[config.mk]
export PLATFORM = sky130hd
export DESIGN_NAME = pwm_config_scheduler
export DESIGN_NICKNAME = d
export VERILOG_FILES = /design/src/rtl/PKG_pwm.sv /design/src/rtl/pwm_cfg_timeout_cnt.sv /design/src/rtl/pwm_config_scheduler.sv
export SDC_FILE = /design/constraint.sdc
export NUM_CORES = 1
export LEC_CHECK = 0
export ABC_CLOCK_PERIOD_IN_PS = 2400
export BUFFER_PORTS_ARGS = -buffer_cell sky130_fd_sc_hd__buf_2
export CORE_ASPECT_RATIO = 0.9
export CORE_MARGIN = 10
export CORE_UTILIZATION = 50
export CTS_CLUSTER_SIZE = 8
export DETAILED_ROUTE_END_ITERATION = 12
export PLACE_DENSITY = 0.71
export SKIP_CTS_REPAIR_TIMING = 1
export SLEW_MARGIN = 20
export SYNTH_ARGS = -nofsm -noshare
export SYNTH_HDL_FRONTEND = slang
export SYNTH_SLANG_ARGS = --single-unit
[constraint.sdc]
create_clock -name clk -period 2.4 [get_ports clk]
set_input_delay 0.24 -clock clk [delete_from_list [all_inputs] [get_ports clk]]
set_output_delay 0.24 -clock clk [all_outputs]
set_load 0.05 [all_outputs]
[src/rtl/PKG_pwm.sv]
// Shared PWM types and the configuration scheduler FSM encoding.
//   _pwm_onoff      : PWM enable bit
//   _mask_mode      : output mask mode bit
//   _count_mode     : counter mode field (PWMCOUNT_WIDTH-1 bits)
//   _cfgsched_state : scheduler FSM states
package PKG_pwm;

    // act_word is PWMCOUNT_WIDTH+1 bits = {onoff, mask, count}
    localparam int PWMCOUNT_WIDTH = 3;

    typedef logic                      _pwm_onoff;
    typedef logic                      _mask_mode;
    typedef logic [PWMCOUNT_WIDTH-2:0] _count_mode;

    typedef enum logic [1:0] {
        IDLE    = 2'd0,
        PENDING = 2'd1,
        APPLY   = 2'd2
    } _cfgsched_state;

endpackage

[src/rtl/pwm_cfg_timeout_cnt.sv]
// Saturating wait counter for a pending configuration.
//   clk, rst  : clock, synchronous active-high reset
//   clear     : restart at zero (wins over enable)
//   enable    : count one cycle
//   terminal  : count has reached TERMINAL; counter holds there
module pwm_cfg_timeout_cnt #(
    parameter int               WIDTH    = 16,
    parameter logic [WIDTH-1:0] TERMINAL = '1
) (
    input  logic clk,
    input  logic rst,
    input  logic clear,
    input  logic enable,
    output logic terminal
);

    logic [WIDTH-1:0] count;

    assign terminal = (count == TERMINAL);

    always_ff @(posedge clk) begin
        if (rst || clear)
            count <= '0;
        else if (enable && !terminal)
            count <= count + WIDTH'(1);
    end

endmodule

[src/rtl/pwm_config_scheduler.sv]
// Schedules PWM configuration updates onto period boundaries.
// A configuration accepted via cfg_valid/cfg_ready is held in a shadow
// register and copied to the active outputs either immediately, at the
// next period_end, or after TIMEOUT_CYCLES cycles of waiting.
//   cfg_*          : offered configuration and handshake
//   period_end     : period wrap pulse from the PWM counter
//   act_*/act_word : active configuration
//   counter_clear  : restart PWM counter with the new configuration
//   update_done    : pulse, new configuration in effect
//   timeout_flag   : sticky, last apply was forced by timeout
//   busy           : configuration pending or being applied
module pwm_config_scheduler
    import PKG_pwm::*;
#(
    parameter int TIMEOUT_CYCLES = 65535
) (
    input  logic                    clk,
    input  logic                    rst,
    input  logic                    cfg_valid,
    output logic                    cfg_ready,
    input  _pwm_onoff               cfg_onoff,
    input  _mask_mode               cfg_mask,
    input  _count_mode              cfg_count,
    input  logic                    cfg_immediate,
    input  logic                    period_end,
    output _pwm_onoff               act_onoff,
    output _mask_mode               act_mask,
    output _count_mode              act_count,
    output logic [PWMCOUNT_WIDTH:0] act_word,
    output logic                    counter_clear,
    output logic                    update_done,
    output logic                    timeout_flag,
    output logic                    busy
);

    localparam int            TW       = (TIMEOUT_CYCLES > 1) ? $clog2(TIMEOUT_CYCLES) : 1;
    localparam logic [TW-1:0] TMO_LAST = TW'(TIMEOUT_CYCLES - 1);

    _cfgsched_state state, next_state;
    _pwm_onoff      sh_onoff;
    _mask_mode      sh_mask;
    _count_mode     sh_count;
    logic           forced;
    logic           forced_next;
    logic           transfer;
    logic           tmo_term;

    assign transfer = cfg_valid & cfg_ready;
    assign act_word = {act_onoff, act_mask, act_count};

    // Counter only runs while waiting; any new transfer restarts the wait.
    pwm_cfg_timeout_cnt #(
        .WIDTH    (TW),
        .TERMINAL (TMO_LAST)
    ) u_tmo (
        .clk      (clk),
        .rst      (rst),
        .clear    (transfer || (state != PENDING)),
        .enable   (state == PENDING),
        .terminal (tmo_term)
    );

    always_comb begin
        next_state  = state;
        forced_next = 1'b0;
        case (state)
            IDLE: begin
                // Nothing is running, so there is no boundary to wait for.
                if (transfer)
                    next_state = (cfg_immediate || !act_onoff) ? APPLY : PENDING;
            end
            PENDING: begin
                if ((transfer && cfg_immediate) || period_end) begin
                    next_state = APPLY;
                end else if (!transfer && tmo_term) begin
                    // A transfer in the same cycle restarts the wait instead.
                    next_state  = APPLY;
                    forced_next = 1'b1;
                end
            end
            APPLY:   next_state = IDLE;
            default: next_state = IDLE;
        endcase
    end

    always_ff @(posedge clk) begin
        if (rst) begin
            state         <= IDLE;
            cfg_ready     <= 1'b0;
            busy          <= 1'b0;
            sh_onoff      <= '0;
            sh_mask       <= '0;
            sh_count      <= '0;
            act_onoff     <= '0;
            act_mask      <= '0;
            act_count     <= '0;
            forced        <= 1'b0;
            counter_clear <= 1'b0;
            update_done   <= 1'b0;
            timeout_flag  <= 1'b0;
        end else begin
            state         <= next_state;
            cfg_ready     <= (next_state != APPLY);
            busy          <= (next_state != IDLE);
            forced        <= forced_next;
            counter_clear <= 1'b0;
            update_done   <= 1'b0;

            if (transfer) begin
                sh_onoff     <= cfg_onoff;
                sh_mask      <= cfg_mask;
                sh_count     <= cfg_count;
                timeout_flag <= 1'b0;
            end

            if (state == APPLY) begin
                act_onoff     <= sh_onoff;
                act_mask      <= sh_mask;
                act_count     <= sh_count;
                update_done   <= 1'b1;
                // Restart the counter on power-up or when its mode changes.
                counter_clear <= (!act_onoff && sh_onoff) || (act_count != sh_count);
                if (forced)
                    timeout_flag <= 1'b1;
            end
        end
    end

endmodule

After elaboration in Yosys (flattened, before gate mapping):

Cells that the tools add are included.

* output and inout bits: 13
* input port bits: 9
* bits in registers: 32
* logic and storage cells: 50

* equality and inequality tests: 6
* bitwise logic cells: 3
* reductions and logical operators: 16
* mux-type cells: 10
* add/subtract/negate cells: 1

Operators by type and width (number)
* 16-bit by 1-bit adder with 16-bit output, second input constant: 1
* 16-bit == test, second input constant: 1
* 2-bit 2-to-1 mux: 4
* 1-bit logical OR: 5
* 1-bit 2-to-1 mux: 5
* 1-bit logical AND: 4
* 2-bit case mux with 2 select lines: 1
* 1-bit zero test: 3
* 3-bit OR reduction: 1
* 2-bit by 1-bit == test with 1-bit output, second input constant: 1
* 2-bit == test, second input constant: 1
* 2-bit zero test: 1
* 2-bit by 1-bit != test with 1-bit output, second input constant: 1
* 2-bit != test: 1
* 2-bit != test, second input constant: 1
* 1-bit NOT: 2
* 2-bit nonzero test: 1
* 2-bit OR reduction: 1
* 1-bit bitwise AND: 1

Logic depth before layout (Yosys ltp):

* depth after elaboration: 7
* gate-level depth with buffers: 7
* depth with buffers taken out: 6

Modules after synthesis:

A second synthesis with hierarchy kept.

* cells, all modules: 168
* area total of the unflattened synthesis: 1510.2 sq um

Modules (own cells, without submodules)
* pwm_cfg_timeout_cnt: area an instance 860.8 sq um, cells each 100, sequential area each 320.3 sq um, times used 1
* pwm_config_scheduler: area an instance 649.4 sq um, cells each 68, sequential area each 320.3 sq um, times used 1

Worst setup path before layout:

No wires, ideal clock.

* kind: flip-flop to flip-flop
* start: reg u_tmo.count[0]
* end: reg cfg_ready
* stages on the path, launching flop included: 8
* buffers on the path: 1
* clock period less this slack: 1.687 ns
* setup slack: 0.713 ns
* arrival: 1.569 ns
* required time: 2.283 ns
* library setup time: 0.117 ns
* cells stage by stage: dfxtp_1 inv_1 ha_1 nand4_1 nor4_4 buf_6 nand3_4 a32o_1

* cells in the longest elaborated chain, start to end: 6

RTL lines
* start, declared: line pwm_cfg_timeout_cnt.sv:17 `logic [WIDTH-1:0] count;`
* start signal, assigned: line pwm_cfg_timeout_cnt.sv:25 `count <= count + WIDTH'(1);`
* 16-bit == test: line pwm_cfg_timeout_cnt.sv:19 `assign terminal = (count == TERMINAL);`
* 1-bit logical AND: line pwm_config_scheduler.sv:75 `end else if (!transfer && tmo_term) begin`
* 2-bit 2-to-1 mux: line pwm_config_scheduler.sv:75
* 2-bit 2-to-1 mux: line pwm_config_scheduler.sv:73 `if ((transfer && cfg_immediate) || period_end) begin`
* 2-bit case mux with 2 select lines: line pwm_config_scheduler.sv:66 `case (state)`
* 2-bit != test: line pwm_config_scheduler.sv:103 `cfg_ready <= (next_state != APPLY);`
* end signal, assigned: line pwm_config_scheduler.sv:103
* end, declared: line pwm_config_scheduler.sv:20 `output logic cfg_ready,`

Every way passes these cells.
A chain may end at the register's enable or synchronous reset.

Worst setup path in the final report:

Same ends and word-level chain as after synthesis.

==> flow_summary.yaml <==
grt:
  antenna_found_initial: 0
  grt.total_usage: 0.1176
  grt_max_degree: 18
  overflow: 0
  grt_pass1_vias: 1207
  grt_pass1_wl_mm: 5.526
worst_setup_path:
  path_buf_inv: 1
  crit_slowest_cell: "nor4_4"
  crit_path_max_fanout: 17
  cpLargestDelayFamily: "simple AND/OR/NAND/NOR gates"
  cp.depth: 6
  worst_setup_path_end_kind: "register"
  r2r_slack_ns: 0.33
  arrival_ns: 2.30
  critPathKind: "reg2reg"
  worstPathCellList: "inv_1 > ha_1 > nand4_1 > nor4_4 > nand3_4 > a32o_1"
  cp-endpoint: "cfg_ready"
  r2r_end: "cfg_ready"
  startpoint: "u_tmo.count[0]"
  r2r-start: "u_tmo.count[0]"
  rr_worst_depth: 6
  startpoint_type: "register"
  cpPeakStageDelay_ns: 0.77
  worstPathRequired_ns: 2.63
clocking:
  clk_pin_slew_ns: 0.10
  cts_buffers: 5
  max-clock-path-buffers: 2
  clock_latency_ns: 0.33
  cts_max_level: 2
  cts.sinks: 32
  tritoncts: "yes"
  root_buffer: "clkbuf_4"
yosys:
  netlist_area_um2: 1541
  synth_top_family_by_area: "simple AND/OR/NAND/NOR gates"
  synth_enable_flop_cells: 0
  synthArstFlopShare: 0
  synth_top_area_frac: 0.4156
  syn_inst: 168
  synth.area.top_cells: "dfxtp_1, a21oi_1, nand2_1"
  netlist.top_cell.by_area: "dfxtp_1"
  synth_ff_type: "dfxtp_1"
  seq_area_frac_synth: 0.4156
  synth_seq_cells: 32
  synth_fa_ha_area_frac: 0.01623
  syn_nets: 179
  ys_warn_count: 0
  yosys.area_share.simple: 0.2930
  ys_types: 44
  synth_xor_area_frac: 0.01136
  synth_mux_area_frac: 0.03247
  syn_avg_cell_area_um2: 9.175
  synth_compound_area_frac: 0.1721
placed_design:
  port_buffers: 21
  hpwl_mm: 2.359
  gp_congestion: 0.8500
power:
  power.leakage_nw: 0.6494
  peakVddDrop_mv: 0.3970
  powerDensity_nw_per_um2: 587.3
sta:
  setup_viol: 0
  slew_headroom: 0.4578
  min_period_ns: 2.068
  rsz0062_at_grt: "false"
  final.setup_skew_ns: 0.006674
  max_freq_ghz: 0.4837
  finalHoldViolations: 0
  timing.hold.ws_ns: 0.1176
  tightest_slew_ns: 0.8073
  setup_tns_ns: 0
  fin_crit_sh: 0.8615
  slew_violations: 0
floorplan:
  die_h_um: 72.68
  dieArea_um2: 5707
  fp.dieW_um: 78.53
  rows: 19
  io_pins: 22
  core-area_um2: 2995
  start_util: 0.5146
hold_path:
  hp-start: "period_end"
  min_path_type: "in2reg"
layout:
  num-fill-cells: 301
  regArea_um2: 640.6
  num_antenna_cells: 0
  fin_nets: 197
  multi_input_area_um2: 809.5
  drive_above_1_share: 0.2299
  area_growth_pct: 10.96
routing:
  viasPerCell: 5.703
  dr.pass1.iters: 4
  drc_errors: 0
  wl_per_cell_um: 14.22
  vias: 1306
  ant_nets: 0
  drt_wl_total_mm: 3.257
  drtIter0Drc: 102
outcome:
  status: "finished clean"
flow_run:
  cap_viol_max_count: 0
through the flow:
stage	worst slack (ns)	power [mW]	utilization	cell area [um2]	std cells
after floorplan	0.7133	0.5975	-	1541	168
after detailed placement	0.3605	0.6129	0.5455	1634	221
after global routing	0.1794	1.049	0.5710	1710	229
after CTS	0.3499	1.015	0.5710	1710	229
after global placement	0.4816	0.6117	0.5455	1634	221
final	0.3325	1.005	0.5710	1710	229
metal layers:
metal | GRT usage | vias up | share of wire
li1 | - | 669 | -
met1 | 0.1493 | 609 | 0.50
met2 | 0.1788 | 23 | 0.44
met3 | 0.04064 | 5 | 0.040
met4 | 0.04573 | 0 | 0.014
met5 | 0 | - | 0
synth_stat cells (3+ instances only):
master / count
a21oi_1: 17
buf_4: 4
clkbuf_1: 3
dfxtp_1: 32
inv_1: 5
mux2i_1: 5
nand2_1: 16
nand3_1: 7
nor2_1: 11
nor3_1: 4
o21ai_0: 6
o31ai_1: 8
or4_1: 6
or4_2: 3
cells by family (layout without fill, tap and decap cells):
logic type / after synthesis / in the layout
simple gates: 70 / 70
compound gates: 41 / 41
flops: 32 / 32
buf+inv: 16 / 35
mux: 5 / 5
fa+ha+maj: 2 / 2
xor+xnor: 2 / 2
placed cells by master (no fill, tap or decap), drive strengths merged, types with 2 or more instances in the layout:
master | netlist | final
a211oi | 2 | 2
a21oi | 17 | 17
a311oi | 2 | 2
and3 | 2 | 2
and4 | 2 | 2
and4b | 2 | 2
buf | 7 | 22
clkbuf | 4 | 6
dfxtp | 32 | 32
ha | 2 | 2
inv | 5 | 5
mux2i | 5 | 5
nand2 | 17 | 17
nand2b | 2 | 2
nand3 | 8 | 8
nand4 | 4 | 4
nor2 | 11 | 11
nor3 | 4 | 4
nor4 | 2 | 2
o211ai | 2 | 2
o21ai | 6 | 6
o31ai | 8 | 8
or3 | 2 | 2
or4 | 10 | 10
xnor2 | 2 | 2
sequential cells by signal, summed over array words and instances, names as in the netlist:
name	count
timeout_flag	1
sh_onoff	1
u_tmo.count	16
act_mask	1
state	2
sh_count	2
cfg_ready	1
counter_clear	1
sh_mask	1
act_count	2
update_done	1
busy	1
act_onoff	1
forced	1
report_power, final:
part,switching [mW],leakage (nW),internal (mW)
Combinational,0.0375,0.348,0.0182
Sequential,0.00642,0.259,0.539
Clock,0.186,0.0422,0.218
Total,0.230,0.649,0.775
worst min path at each step:
stage / endpoint / slack [ns] / depth (start not counted)
floorplan: forced / 0.32 / 1
global placement: sh_mask / 0.45 / 2
detailed placement: sh_mask / 0.46 / 2
CTS: forced / 0.10 / 2
global route: forced / 0.11 / 2
finish: forced / 0.12 / 2
area by class of cell:
type,instances,area share
multi-input cells,120,0.4733
flip-flops and latches,32,0.3745
repair buffers,22,0.06584
well taps,42,0.03072
clock buffers,6,0.02414
clock inverters,2,0.02048
inverters,5,0.01097
(Power assumes the default switching activity.)
